--- src/rtl/fp_pkg.sv ---
// Shared definitions for the binary32 add/subtract unit.
//   - binary32 field widths, exponent bias, maximum exponent
//   - canonical quiet NaN
//   - sequencer state encoding
//   - align_shift: right shift of a significand into a 27-bit guard/round/sticky field
package fp_pkg;

    localparam int          EXP_W    = 8;
    localparam int          FRAC_W   = 23;
    localparam int          BIAS     = 127;
    localparam int          EXP_MAX  = 255;
    localparam logic [31:0] QNAN_DEF = 32'h7FC00000;

    typedef enum logic [2:0] {
        IDLE,
        ALIGN,
        ADDSUB,
        NORM,
        ROUND,
        DONE
    } state_t;

    // {sig, G, R, S} shifted right by d. Every bit pushed past the sticky
    // position is ORed into it, so a shift of 27 or more leaves only sticky.
    function automatic logic [26:0] align_shift(input logic [FRAC_W:0] sig,
                                                input logic [EXP_W-1:0] d);
        logic [26:0] ext;
        logic [26:0] mask;
        ext = {sig, 3'b000};
        if (d >= 8'd27) begin
            return {26'd0, |sig};
        end
        mask = ~(27'h7FFFFFF << d);
        return (ext >> d) | {26'd0, |(ext & mask)};
    endfunction

endpackage

--- src/rtl/fp_lzc.sv ---
// Leading-zero counter over a 28-bit value, used during normalisation.
// Ports:
//   din  in   28  value to scan
//   cnt  out  5   number of zeros above the most significant one (28 if din == 0)
module fp_lzc (
    input  logic [27:0] din,
    output logic [4:0]  cnt
);

    // The highest set bit is the last one seen in an ascending scan.
    always_comb begin
        cnt = 5'd28;
        for (int i = 0; i < 28; i++) begin
            if (din[i]) cnt = 5'(27 - i);
        end
    end

endmodule

--- src/rtl/fp_addsub_seq.sv ---
// Multi-cycle IEEE-754 binary32 adder/subtractor, round-to-nearest-even,
// full denormal support. One operation walks IDLE-ALIGN-ADDSUB-NORM-ROUND-DONE.
// Ports:
//   clk        in   1   clock, rising edge
//   rst        in   1   synchronous active-high reset
//   in_valid   in   1   operand pair presented
//   in_ready   out  1   high in IDLE only
//   a, b       in   32  binary32 operands
//   op         in   1   0 = a+b, 1 = a-b
//   out_valid  out  1   high in DONE only
//   out_ready  in   1   result consumed
//   s          out  32  binary32 result (registered)
//   flags      out  3   {invalid, overflow, inexact} (registered)
module fp_addsub_seq
    import fp_pkg::*;
#(
    parameter logic [31:0] QNAN = QNAN_DEF
) (
    input  logic        clk,
    input  logic        rst,
    input  logic        in_valid,
    output logic        in_ready,
    input  logic [31:0] a,
    input  logic [31:0] b,
    input  logic        op,
    output logic        out_valid,
    input  logic        out_ready,
    output logic [31:0] s,
    output logic [2:0]  flags
);

    state_t state, state_nxt;

    // Operand registers; rb already carries the effective (op-adjusted) sign.
    logic [31:0] ra, rb;

    // Datapath registers, each written in exactly one stage.
    logic        sgn, zsign, sub_r;
    logic [9:0]  exp_r;
    logic [26:0] mb, ms, m_n;
    logic [27:0] sum_r;
    logic        spec_r;
    logic [31:0] spec_s;
    logic [2:0]  spec_f;
    logic [31:0] s_r;
    logic [2:0]  flags_r;

    // ---------------- FSM ----------------
    always_ff @(posedge clk) begin
        if (rst) state <= IDLE;
        else     state <= state_nxt;
    end

    always_comb begin
        state_nxt = state;
        in_ready  = 1'b0;
        out_valid = 1'b0;
        case (state)
            IDLE: begin
                in_ready = 1'b1;
                if (in_valid) state_nxt = ALIGN;
            end
            ALIGN:  state_nxt = ADDSUB;
            ADDSUB: state_nxt = NORM;
            NORM:   state_nxt = ROUND;
            ROUND:  state_nxt = DONE;
            DONE: begin
                out_valid = 1'b1;
                if (out_ready) state_nxt = IDLE;
            end
            default: state_nxt = IDLE;
        endcase
    end

    // ---------------- ALIGN ----------------
    logic [EXP_W-1:0]  ea, eb, eea, eeb, e_big, e_sml;
    logic [FRAC_W-1:0] fa, fb;
    logic [FRAC_W:0]   siga, sigb;
    logic a_nan, b_nan, a_inf, b_inf, a_snan, b_snan, a_big, eff_sub, inf_inf;
    logic        spec_c;
    logic [31:0] spec_s_c;
    logic [2:0]  spec_f_c;

    assign ea      = ra[30:23];
    assign eb      = rb[30:23];
    assign fa      = ra[22:0];
    assign fb      = rb[22:0];
    assign a_nan   = (&ea) && (|fa);
    assign b_nan   = (&eb) && (|fb);
    assign a_inf   = (&ea) && !(|fa);
    assign b_inf   = (&eb) && !(|fb);
    assign a_snan  = a_nan && !fa[22];
    assign b_snan  = b_nan && !fb[22];
    assign eff_sub = ra[31] ^ rb[31];
    assign inf_inf = a_inf && b_inf && eff_sub;

    // Denormals: hidden bit 0, effective exponent 1.
    assign eea  = (ea == 8'd0) ? 8'd1 : ea;
    assign eeb  = (eb == 8'd0) ? 8'd1 : eb;
    assign siga = {ea != 8'd0, fa};
    assign sigb = {eb != 8'd0, fb};

    // {exp, frac} ordering equals magnitude ordering for all finite values.
    assign a_big = (ra[30:0] >= rb[30:0]);
    assign e_big = a_big ? eea : eeb;
    assign e_sml = a_big ? eeb : eea;

    always_comb begin
        spec_c   = 1'b0;
        spec_s_c = 32'd0;
        spec_f_c = 3'b000;
        if (a_nan || b_nan || inf_inf) begin
            spec_c   = 1'b1;
            spec_s_c = QNAN;
            spec_f_c = {a_snan | b_snan | inf_inf, 2'b00};
        end else if (a_inf) begin
            spec_c   = 1'b1;
            spec_s_c = ra;
        end else if (b_inf) begin
            spec_c   = 1'b1;
            spec_s_c = rb;
        end
    end

    // ---------------- NORM ----------------
    logic [4:0] lz;
    logic [9:0] lsh, lim, nsh;

    fp_lzc u_lzc (
        .din (sum_r),
        .cnt (lz)
    );

    // The leading one belongs at bit 26; the shift stops once exponent hits 1,
    // which leaves a denormal with bit 26 clear.
    assign lsh = {5'd0, lz} - 10'd1;
    assign lim = exp_r - 10'd1;
    assign nsh = (lsh < lim) ? lsh : lim;

    // ---------------- ROUND ----------------
    logic        g, rbit, st, rup;
    logic [24:0] mant25;
    logic [23:0] mant_f;
    logic [9:0]  exp_rnd;
    logic [31:0] res_s;
    logic [2:0]  res_f;

    assign g       = m_n[2];
    assign rbit    = m_n[1];
    assign st      = m_n[0];
    assign rup     = g & (rbit | st | m_n[3]);
    assign mant25  = {1'b0, m_n[26:3]} + {24'd0, rup};
    assign exp_rnd = exp_r + {9'd0, mant25[24]};
    assign mant_f  = mant25[24] ? mant25[24:1] : mant25[23:0];

    always_comb begin
        res_s = {sgn, (mant_f[23] ? exp_rnd[7:0] : 8'd0), mant_f[22:0]};
        res_f = {2'b00, g | rbit | st};
        if (spec_r) begin
            res_s = spec_s;
            res_f = spec_f;
        end else if (m_n == 27'd0) begin
            res_s = {zsign, 31'd0};
            res_f = 3'b000;
        end else if (exp_rnd >= 10'(EXP_MAX)) begin
            res_s = {sgn, 8'hFF, 23'd0};
            res_f = 3'b011;
        end
    end

    // ---------------- datapath registers ----------------
    always_ff @(posedge clk) begin
        if (rst) begin
            ra      <= 32'd0;
            rb      <= 32'd0;
            sgn     <= 1'b0;
            zsign   <= 1'b0;
            sub_r   <= 1'b0;
            exp_r   <= 10'd1;
            mb      <= 27'd0;
            ms      <= 27'd0;
            m_n     <= 27'd0;
            sum_r   <= 28'd0;
            spec_r  <= 1'b0;
            spec_s  <= 32'd0;
            spec_f  <= 3'b000;
            s_r     <= 32'd0;
            flags_r <= 3'b000;
        end else begin
            case (state)
                IDLE: if (in_valid) begin
                    ra <= a;
                    rb <= {b[31] ^ op, b[30:0]};
                end
                ALIGN: begin
                    sgn    <= a_big ? ra[31] : rb[31];
                    // Only like-signed zeros keep a negative sign on an exact zero.
                    zsign  <= ~eff_sub & ra[31];
                    sub_r  <= eff_sub;
                    exp_r  <= {2'b00, e_big};
                    mb     <= {(a_big ? siga : sigb), 3'b000};
                    ms     <= align_shift(a_big ? sigb : siga, e_big - e_sml);
                    spec_r <= spec_c;
                    spec_s <= spec_s_c;
                    spec_f <= spec_f_c;
                end
                ADDSUB: begin
                    // mb >= ms, so the difference never goes negative.
                    sum_r <= sub_r ? ({1'b0, mb} - {1'b0, ms}) : ({1'b0, mb} + {1'b0, ms});
                end
                NORM: begin
                    if (sum_r[27]) begin
                        m_n   <= {sum_r[27:2], |sum_r[1:0]};
                        exp_r <= exp_r + 10'd1;
                    end else begin
                        m_n   <= sum_r[26:0] << nsh;
                        exp_r <= exp_r - nsh;
                    end
                end
                ROUND: begin
                    s_r     <= res_s;
                    flags_r <= res_f;
                end
                default: ;
            endcase
        end
    end

    assign s     = s_r;
    assign flags = flags_r;

endmodule

--- config.mk ---
export PLATFORM = sky130hd
export DESIGN_NAME = fp_addsub_seq
export DESIGN_NICKNAME = d
export VERILOG_FILES = /design/src/rtl/fp_pkg.sv /design/src/rtl/fp_lzc.sv /design/src/rtl/fp_addsub_seq.sv
export SDC_FILE = /design/constraint.sdc
export NUM_CORES = 1
export LEC_CHECK = 0
export ABC_AREA = 1
export BUFFER_PORTS_ARGS = -buffer_cell sky130_fd_sc_hd__buf_2
export CELL_PAD_IN_SITES_DETAIL_PLACEMENT = 0
export CELL_PAD_IN_SITES_GLOBAL_PLACEMENT = 1
export CORE_AREA = 8 8 204 206
export DETAILED_ROUTE_END_ITERATION = 16
export DIE_AREA = 0 0 212 214
export PLACE_DENSITY = 0.92
export SETUP_SLACK_MARGIN = 0.5
export SYNTH_ARGS = -nofsm -noshare
export SYNTH_HDL_FRONTEND = slang
export SYNTH_SLANG_ARGS = --single-unit
--- constraint.sdc ---
create_clock -name clk -period 17.01 [get_ports clk]
set_clock_uncertainty 0.2 [all_clocks]
set_input_delay 1.701 -clock clk [delete_from_list [all_inputs] [get_ports clk]]
set_output_delay 1.701 -clock clk [all_outputs]
set_load 0.01 [all_outputs]
==> results of run 1 <==
state kept, by name, indices dropped and copies added, names as in the netlist, 3 cells and up:
signal and count:
exp_r 10, flags 3, m_n 27, mb 24
ms 27, ra 32, rb 32, s 32
spec_s 32, state 3, sum_r 28
cell type report:
cell class | instances | area [um2]
fill | 3922 | 18300
multi-input combinational | 2121 | 11300
sequential | 255 | 5100
inverter | 292 | 1100
clock buffer | 34 | 817
timing repair buffer | 127 | 693
tap | 518 | 648
clock inverter | 23 | 269
worst max-delay path: cells and delay by family, from the launching register on:
family                     cells  cell delay, ps
AOI/OAI and AO/OA             14            3210
adders and majority gates      2             610
buffers and inverters          4            1350
DFF                            1             340
and+or+nand+nor               10            1900
metrics by stage:
stage                     area (um2)   util  cells
after floorplan                18200      -   2831
after global placement         18900  0.493   3313
after detailed placement       18900  0.493   3313
after CTS                      20000  0.521   3370
after global routing           20000  0.521   3370
final                          20000  0.521   3370
cell families (layout without fill, tap and decap cells):
kind of cell    after synthesis  in the layout  synth area share
simple gates               1090           1090             0.260
compound gates              845            845             0.247
buf+inv                     455            476            0.0974
flops                       255            255             0.281
fa+ha+maj                   115            115            0.0804
xor+xnor                     66             66            0.0318
mux                           5              5           0.00275
synth_stat cells, types with 4 or more instances:
| library cell | n |
|---|---|
| sky130_fd_sc_hd__nand2_1 | 522 |
| sky130_fd_sc_hd__a21oi_1 | 387 |
| sky130_fd_sc_hd__o21ai_0 | 363 |
| sky130_fd_sc_hd__inv_1 | 272 |
| sky130_fd_sc_hd__dfxtp_1 | 255 |
| sky130_fd_sc_hd__nand3_1 | 241 |
| sky130_fd_sc_hd__nor2_1 | 193 |
| sky130_fd_sc_hd__clkbuf_1 | 139 |
| sky130_fd_sc_hd__ha_1 | 112 |
| sky130_fd_sc_hd__xor2_1 | 57 |
| sky130_fd_sc_hd__nand4_1 | 47 |
| sky130_fd_sc_hd__nor3_1 | 33 |
| sky130_fd_sc_hd__nor4_1 | 27 |
| sky130_fd_sc_hd__o211ai_1 | 20 |
| sky130_fd_sc_hd__a31oi_1 | 18 |
| sky130_fd_sc_hd__inv_2 | 13 |
| sky130_fd_sc_hd__buf_2 | 9 |
| sky130_fd_sc_hd__xnor2_1 | 9 |
| sky130_fd_sc_hd__o21bai_1 | 8 |
| sky130_fd_sc_hd__o22ai_1 | 7 |
| sky130_fd_sc_hd__or2_2 | 7 |
| sky130_fd_sc_hd__buf_1 | 6 |
| sky130_fd_sc_hd__buf_4 | 6 |
| sky130_fd_sc_hd__o31ai_1 | 6 |
| sky130_fd_sc_hd__a211oi_1 | 5 |
| sky130_fd_sc_hd__clkinv_1 | 5 |
| sky130_fd_sc_hd__mux2i_1 | 5 |
| sky130_fd_sc_hd__nand2_2 | 5 |
| sky130_fd_sc_hd__o311ai_0 | 4 |
worst max path at each step:
| stage | end | slack [ps] | depth (start not counted) |
|---|---|---|---|
| final | ms[12] | 9310 | 30 |
| after global routing | ms[12] | 8660 | 30 |
| after floorplan | ms[0] | 10970 | 34 |
| after detailed placement | ms[12] | 9530 | 30 |
| after global placement | ms[13] | 9680 | 30 |
| after CTS | ms[12] | 9460 | 30 |
layer usage:
| layer | share of wire | track usage | vias up |
|---|---|---|---|
| li1 | - | - | 9627 |
| met1 | 0.45 | 0.336 | 8880 |
| met2 | 0.46 | 0.413 | 590 |
| met3 | 0.063 | 0.0436 | 129 |
| met4 | 0.033 | 0.0795 | 2 |
| met5 | 0.00022 | 0 | - |
==> qor.txt, run 1 <==
outcome: finished clean
worst setup slack before clock tree synthesis: 9530 ps
clock insertion delay at the later pin of the skew report: 570 ps
routability cong.: 0.938
clock tree from TritonCTS: done
number of max-cap violations: 0
H-tree depth: 1
post-cts gate resize count: 0
I/O Buffers: 105
number of post-CTS setup repair buffers: 0
clock transition at the registers of the reported paths: 60 ps
Die Area: 45,400 um2
count of cell types in the netlist: 54
library cell occupying the most area in the post-synthesis netlist: sky130_fd_sc_hd__dfxtp_1
setup slack of the critical path after layout: 9310 ps
Detail Placement HPWL: 45,600 um
initial antenna violation count: 1
crit end category: flop
final hold vios: 0
Detailed Route WL: 60,100 um
number of hold-repair buffers added at the cts stage: 0
commonest non-fill, non-tap cells in the layout: sky130_fd_sc_hd__nand2_1, sky130_fd_sc_hd__a21oi_1, sky130_fd_sc_hd__o21ai_0
share of the clock period used by the worst path: 0.453
required time reported for the critical path endpoint: 17,310 ps
overall global routing resource usage: 0.253
TritonCTS sink count: 255
starting density of the core: 0.475
fraction of post-synthesis cell area in the top cell type by area: 0.281
Max Buffers Root-to-Sink: 3
transition time of the tightest slew-check pin: 1170 ps
#FFs+latches synth: 255
sum of negative setup slack: 0 ps
arrival time at the worst endpoint: 8000 ps
via count of the first global-routing pass: 17,664
post-layout net count: 3,012
worst rel slew slack: 0.212
Most common cell on crit path: sky130_fd_sc_hd__a21oi_1
mean routed wirelength per cell: 17.8 um
top-level port count: 106
Antenna Cells: 0
worst hold path class: reg2reg
Netlist Area Pre-Place: 18,200 um2
Max Fanout on Critical Path: 23
hold depth: 2
cells taking the most area after synthesis: sky130_fd_sc_hd__dfxtp_1, sky130_fd_sc_hd__nand2_1, sky130_fd_sc_hd__a21oi_1, sky130_fd_sc_hd__o21ai_0, sky130_fd_sc_hd__ha_1
Remaining Overflow, GRT: 0
most common library cell in the layout ignoring fill and taps: sky130_fd_sc_hd__nand2_1
launch point of the critical path: rb[2]
Final Max Slew Viols: 0
Worst Reg2Reg Path Length in Cells: 30
total via count after detailed routing: 19,228
drt via density: 5.71
CTS buffer count: 31
Row Count: 72
start point of the worst hold path: spec_s[3]
clock root buffer: sky130_fd_sc_hd__clkbuf_16
setup-violating endpoint count in the final report: 0
Slowest cell on crit path: sky130_fd_sc_hd__inv_1
top flip-flop cell by instance count after synthesis: sky130_fd_sc_hd__dfxtp_1
syn nets: 3,015
pin count of the biggest net entering global routing: 107
maximum single-stage delay on the critical path: 810 ps
Post-Syn Area per Cell: 6.42 um2
wire length of the first global-routing pass: 94,900 um
detailed-router iteration count before antenna repair: 6
Period minus WS final: 7700 ps
post-route DRC violation count: 0
fraction of final layout cells sized beyond drive strength 1: 0.0806
share of synthesized area occupied by flip-flops and latches: 0.281
Die Height: 214 um
number of enable flip-flop cells after synthesis: 0
highest attainable clock frequency: 130 MHz
Synth async-reset ratio: 0
Reg2Reg Launch Point: rb[2]
total number of yosys warnings: 0
worst setup slack for register-to-register paths: 9310 ps
synthesized netlist cell count: 2,831
worst-case hold slack: 240 ps
synth-to-layout area growth: 9.87%
Critical Setup Path Class: reg2reg
CP Launch Type: flop
Horiz. Die Dim: 212 um
reg-to-reg endpoint: ms[12]
unrepaired setup endpoints after global routing: false
number of DRC markers in iteration 0: 2,126
placeable core area: 38,300 um2
hold endpoint: spec_s[3]
Routed Antenna Nets: 0
Power of run 1 is not shown: default switching activity piles up to over one toggle a cycle in this logic, so the estimate is an artifact.
==> run 2: changes to the inputs <==
--- a/config.mk
+++ b/config.mk
@@ -9,10 +9,10 @@
 export BUFFER_PORTS_ARGS = -buffer_cell sky130_fd_sc_hd__buf_2
 export CELL_PAD_IN_SITES_DETAIL_PLACEMENT = 0
 export CELL_PAD_IN_SITES_GLOBAL_PLACEMENT = 1
-export CORE_AREA = 8 8 204 206
+export CORE_AREA = 8 8 213 215
 export DETAILED_ROUTE_END_ITERATION = 16
-export DIE_AREA = 0 0 212 214
-export PLACE_DENSITY = 0.92
+export DIE_AREA = 0 0 221 223
+export PLACE_DENSITY = 0.86
 export SETUP_SLACK_MARGIN = 0.5
 export SYNTH_ARGS = -nofsm -noshare
 export SYNTH_HDL_FRONTEND = slang
==> constraint.sdc (replaced) <==
create_clock -name clk -period 7.5 [get_ports clk]
set_clock_uncertainty 0.2 [all_clocks]
set_input_delay 0.75 -clock clk [delete_from_list [all_inputs] [get_ports clk]]
set_output_delay 0.75 -clock clk [all_outputs]
set_load 0.01 [all_outputs]
==> run 2 against run 1 <==
Fmax grew 19%. Cell count is 1.1% higher. Count of clock-buffer cells in the layout increased by 9. Non-clock buffer count increased by 10. Die area grew 8.6%. Global-route usage decreased by 1.7 points. Core utilization fell by 4.5 points. Sequential cell count unchanged. Hold slack lost 1.7 ps. Final area increased by 0.92%. Routed wire length rose by 1.4%. Register-to-register slack worse by 8300 ps.
==> qor.txt, run 2 (synthesized netlist as in run 1, its figures left out) <==
maximum single-stage delay on the critical path: 380 ps
detailed-router iteration count before antenna repair: 6
worst rel slew slack: 0.271
required time reported for the critical path endpoint: 7720 ps
unrepaired setup endpoints after global routing: true
outcome: finished clean
Most common cell on crit path: sky130_fd_sc_hd__nand2_1
Remaining Overflow, GRT: 0
crit end category: flop
worst hold path class: in2reg
start point of the worst hold path: a[9]
Detailed Route WL: 61,000 um
drt via density: 5.63
final hold vios: 0
sum of negative setup slack: 0 ps
Max Fanout on Critical Path: 20
starting density of the core: 0.429
mean routed wirelength per cell: 17.9 um
initial antenna violation count: 0
CP Launch Type: flop
Horiz. Die Dim: 221 um
Period minus WS final: 6460 ps
number of DRC markers in iteration 0: 1,516
placeable core area: 42,300 um2
wire length of the first global-routing pass: 97,200 um
number of max-cap violations: 0
post-route DRC violation count: 0
TritonCTS sink count: 255
setup-violating endpoint count in the final report: 0
H-tree depth: 1
clock transition at the registers of the reported paths: 60 ps
number of hold-repair buffers added at the cts stage: 0
total via count after detailed routing: 19,178
routability cong.: 0.944
I/O Buffers: 105
launch point of the critical path: rb[2]
transition time of the tightest slew-check pin: 1090 ps
fraction of final layout cells sized beyond drive strength 1: 0.0874
commonest non-fill, non-tap cells in the layout: sky130_fd_sc_hd__nand2_1, sky130_fd_sc_hd__a21oi_1, sky130_fd_sc_hd__o21ai_0
clock root buffer: sky130_fd_sc_hd__clkbuf_16
Die Area: 49,300 um2
Routed Antenna Nets: 0
Row Count: 76
share of the clock period used by the worst path: 0.861
arrival time at the worst endpoint: 6680 ps
Reg2Reg Launch Point: rb[2]
Slowest cell on crit path: sky130_fd_sc_hd__fa_1
clock tree from TritonCTS: done
Antenna Cells: 0
clock insertion delay at the later pin of the skew report: 590 ps
overall global routing resource usage: 0.237
highest attainable clock frequency: 155 MHz
Die Height: 223 um
via count of the first global-routing pass: 18,035
top-level port count: 106
Max Buffers Root-to-Sink: 3
Critical Setup Path Class: reg2reg
post-layout net count: 3,023
Detail Placement HPWL: 46,100 um
Final Max Slew Viols: 0
synth-to-layout area growth: 10.9%
most common library cell in the layout ignoring fill and taps: sky130_fd_sc_hd__nand2_1
CTS buffer count: 30
pin count of the biggest net entering global routing: 123
==> run 2: cell types whose count changed in the layout (fill, tap and decap cells not counted), moves of 3 or more <==
cell / change
sky130_fd_sc_hd__o21ai_1: +3
sky130_fd_sc_hd__clkbuf_1: +7
sky130_fd_sc_hd__clkbuf_8: +3
sky130_fd_sc_hd__buf_4: +6
sky130_fd_sc_hd__inv_6: -3
sky130_fd_sc_hd__nor2_2: +3
sky130_fd_sc_hd__o21ai_0: -4
sky130_fd_sc_hd__nand2_1: -3
sky130_fd_sc_hd__buf_6: +3
sky130_fd_sc_hd__clkinv_2: -4
sky130_fd_sc_hd__nor2_1: -3
==> run 2: final timing paths <==
check	to	slack, ps	cells after the start
setup / recovery	ms[0]	1040	39
hold / removal	ra[9]	240	3
setup reg to reg	ms[0]	1040	39
hold reg to reg	spec_s[16]	240	2
==> run 2: layer usage <==
layer | GRT usage | wire, um | up-vias
li1 | - | - | 9626
met1 | 0.318 | 28300 | 8871
met2 | 0.396 | 28000 | 576
met3 | 0.0256 | 2940 | 105
met4 | 0.0706 | 1810 | 0
met5 | 0 | 0 | -
==> run 2: layout make-up <==
| cell class | instances | area [um2] |
|---|---|---|
| Clock buffer | 43 | 860 |
| Clock inverter | 11 | 148 |
| Fill cell | 4460 | 22200 |
| Inverter | 292 | 1110 |
| Multi-Input combinational cell | 2123 | 11400 |
| Sequential cell | 255 | 5110 |
| Tap cell | 546 | 683 |
| Timing Repair Buffer | 137 | 792 |
==> run 2: per-stage QoR <==
| stage | worst slack [ps] | hold slack (ps) | instances | utilization | instance area (um2) |
|---|---|---|---|---|---|
| global placement | 809 | 226 | 3348 | 0.448 | 19000 |
| floorplan | 1460 | 219 | 2831 | - | 18200 |
| global route | 414 | 242 | 3407 | 0.476 | 20100 |
| finish | 1040 | 239 | 3407 | 0.476 | 20100 |
| CTS | 666 | 212 | 3402 | 0.472 | 20000 |
| detailed placement | 694 | 228 | 3348 | 0.448 | 19000 |
==> run 2: timing repair <==
action,in CTS,in global routing
endpoints found under the setup margin,0,32
resized for setup,0,32
setup buffers,0,3
==> run 2: worst max-delay path, delay by kind of cell, from the launching register on <==
family | cells | cell delay [ps]
XOR/XNOR | 1 | 170
flip-flops | 1 | 340
AO/OA/AOI/OAI | 13 | 2040
AND/OR/NAND/NOR | 14 | 1660
buffers and inverters | 8 | 990
adder cells (fa/ha/maj) | 3 | 860
Power of run 2 is left out for the same reason.
==> run 3: changes to the inputs <==
--- a/config.mk
+++ b/config.mk
@@ -9,9 +9,9 @@
 export BUFFER_PORTS_ARGS = -buffer_cell sky130_fd_sc_hd__buf_2
 export CELL_PAD_IN_SITES_DETAIL_PLACEMENT = 0
 export CELL_PAD_IN_SITES_GLOBAL_PLACEMENT = 1
-export CORE_AREA = 8 8 213 215
+export CORE_AREA = 4 4 209 211
 export DETAILED_ROUTE_END_ITERATION = 16
-export DIE_AREA = 0 0 221 223
+export DIE_AREA = 0 0 213 215
 export PLACE_DENSITY = 0.86
 export SETUP_SLACK_MARGIN = 0.5
 export SYNTH_ARGS = -nofsm -noshare
==> run 3 against run 2 <==
Non-clock buffer count increased by 2. Critical endpoint is now ms[18]. Global-route usage increased by 2.1 points. Largest cell class unchanged. Cell count decreased by 0.18%. Via count increased by 0.74%.
==> qor.txt, run 3 (synthesized netlist as in run 1, its figures left out) <==
overall global routing resource usage: 0.257
synth-to-layout area growth: 10.8%
final hold vios: 0
detailed-router iteration count before antenna repair: 5
Die Height: 215 um
Most common cell on crit path: sky130_fd_sc_hd__nand2_1
worst hold path class: reg2reg
worst-case hold slack: 238 ps
I/O Buffers: 105
Horiz. Die Dim: 213 um
drt via density: 5.68
clock transition at the registers of the reported paths: 60 ps
TritonCTS sink count: 255
number of hold-repair buffers added at the cts stage: 0
maximum single-stage delay on the critical path: 540 ps
required time reported for the critical path endpoint: 7790 ps
top-level port count: 106
Row Count: 75
placeable core area: 41,800 um2
Max Fanout on Critical Path: 20
post-layout net count: 3,024
Remaining Overflow, GRT: 0
unrepaired setup endpoints after global routing: true
fraction of final layout cells sized beyond drive strength 1: 0.0867
via count of the first global-routing pass: 17,950
pin count of the biggest net entering global routing: 123
initial antenna violation count: 1
sum of negative setup slack: 0 ps
Antenna Cells: 0
mean routed wirelength per cell: 18.0 um
Period minus WS final: 6440 ps
Die Area: 45,800 um2
Max Buffers Root-to-Sink: 3
Cell Area, Placed: 19,000 um2
Critical Setup Path Class: reg2reg
Detailed Route WL: 61,300 um
share of the clock period used by the worst path: 0.859
most common library cell in the layout ignoring fill and taps: sky130_fd_sc_hd__nand2_1
starting density of the core: 0.435
CTS buffer count: 29
transition time of the tightest slew-check pin: 1080 ps
arrival time at the worst endpoint: 6730 ps
crit end category: flop
outcome: finished clean
routability cong.: 0.976
total via count after detailed routing: 19,320
Final Max Slew Viols: 0
setup-violating endpoint count in the final report: 0
clock root buffer: sky130_fd_sc_hd__clkbuf_16
post-layout instance area: 20,100 um2
clock tree from TritonCTS: done
number of DRC markers in iteration 0: 1,448
post-route DRC violation count: 0
worst rel slew slack: 0.272
H-tree depth: 1
Routed Antenna Nets: 0
number of max-cap violations: 0
highest attainable clock frequency: 155 MHz
Slowest cell on crit path: sky130_fd_sc_hd__or4_1
CP Launch Type: flop
wire length of the first global-routing pass: 96,500 um
commonest non-fill, non-tap cells in the layout: sky130_fd_sc_hd__nand2_1, sky130_fd_sc_hd__a21oi_1, sky130_fd_sc_hd__o21ai_0
Detail Placement HPWL: 46,900 um
clock insertion delay at the later pin of the skew report: 560 ps
final core area utilization: 0.482
-- run 3: final timing paths --
kind	from	end	slack (ps)	cells after the start
min	spec_s[15]	spec_s[15]	240	2
min reg2reg	spec_s[15]	spec_s[15]	240	2
max reg2reg	rb[10]	ms[18]	1060	33
max	rb[10]	ms[18]	1060	33
-- run 3: what timing repair did --
item | CTS | global route
setup buffers | 0 | 3
gates resized for setup | 0 | 28
endpoints found under the hold margin | 0 | 0
endpoints found under the setup margin | 0 | 19
-- run 3: stage by stage --
stage          worst slack [ps]  instances
2_1_floorplan              1460       2831
6_report                   1060       3401
4_1_cts                     731       3396
5_1_grt                     458       3401
3_3_place_gp                839       3343
3_5_place_dp                777       3343
-- run 3: area by class of cell --
type / count / area (um2)
fillers: 4329 / 21600
multi-input cells: 2123 / 11400
flip-flops and latches: 255 / 5110
inverters: 292 / 1110
clock buffers: 39 / 833
repair buffers: 139 / 783
well taps: 539 / 674
clock inverters: 14 / 203
-- run 3: layer usage --
metal,part of all wire,GRT usage,vias to the layer above
met5,0.00018,0,-
met4,0.035,0.0795,2
met3,0.055,0.0318,118
met2,0.46,0.416,564
met1,0.45,0.358,8989
li1,-,-,9647
-- run 3: critical path: cells and delay by family, from the launching register on --
kind,cells,cell delay (ps)
AO/OA/AOI/OAI,10,1640
XOR/XNOR,1,170
adder cells (fa/ha/maj),3,870
buffers and inverters,5,640
flip-flops,1,340
AND/OR/NAND/NOR,14,2500
Power of run 3 is left out for the same reason.
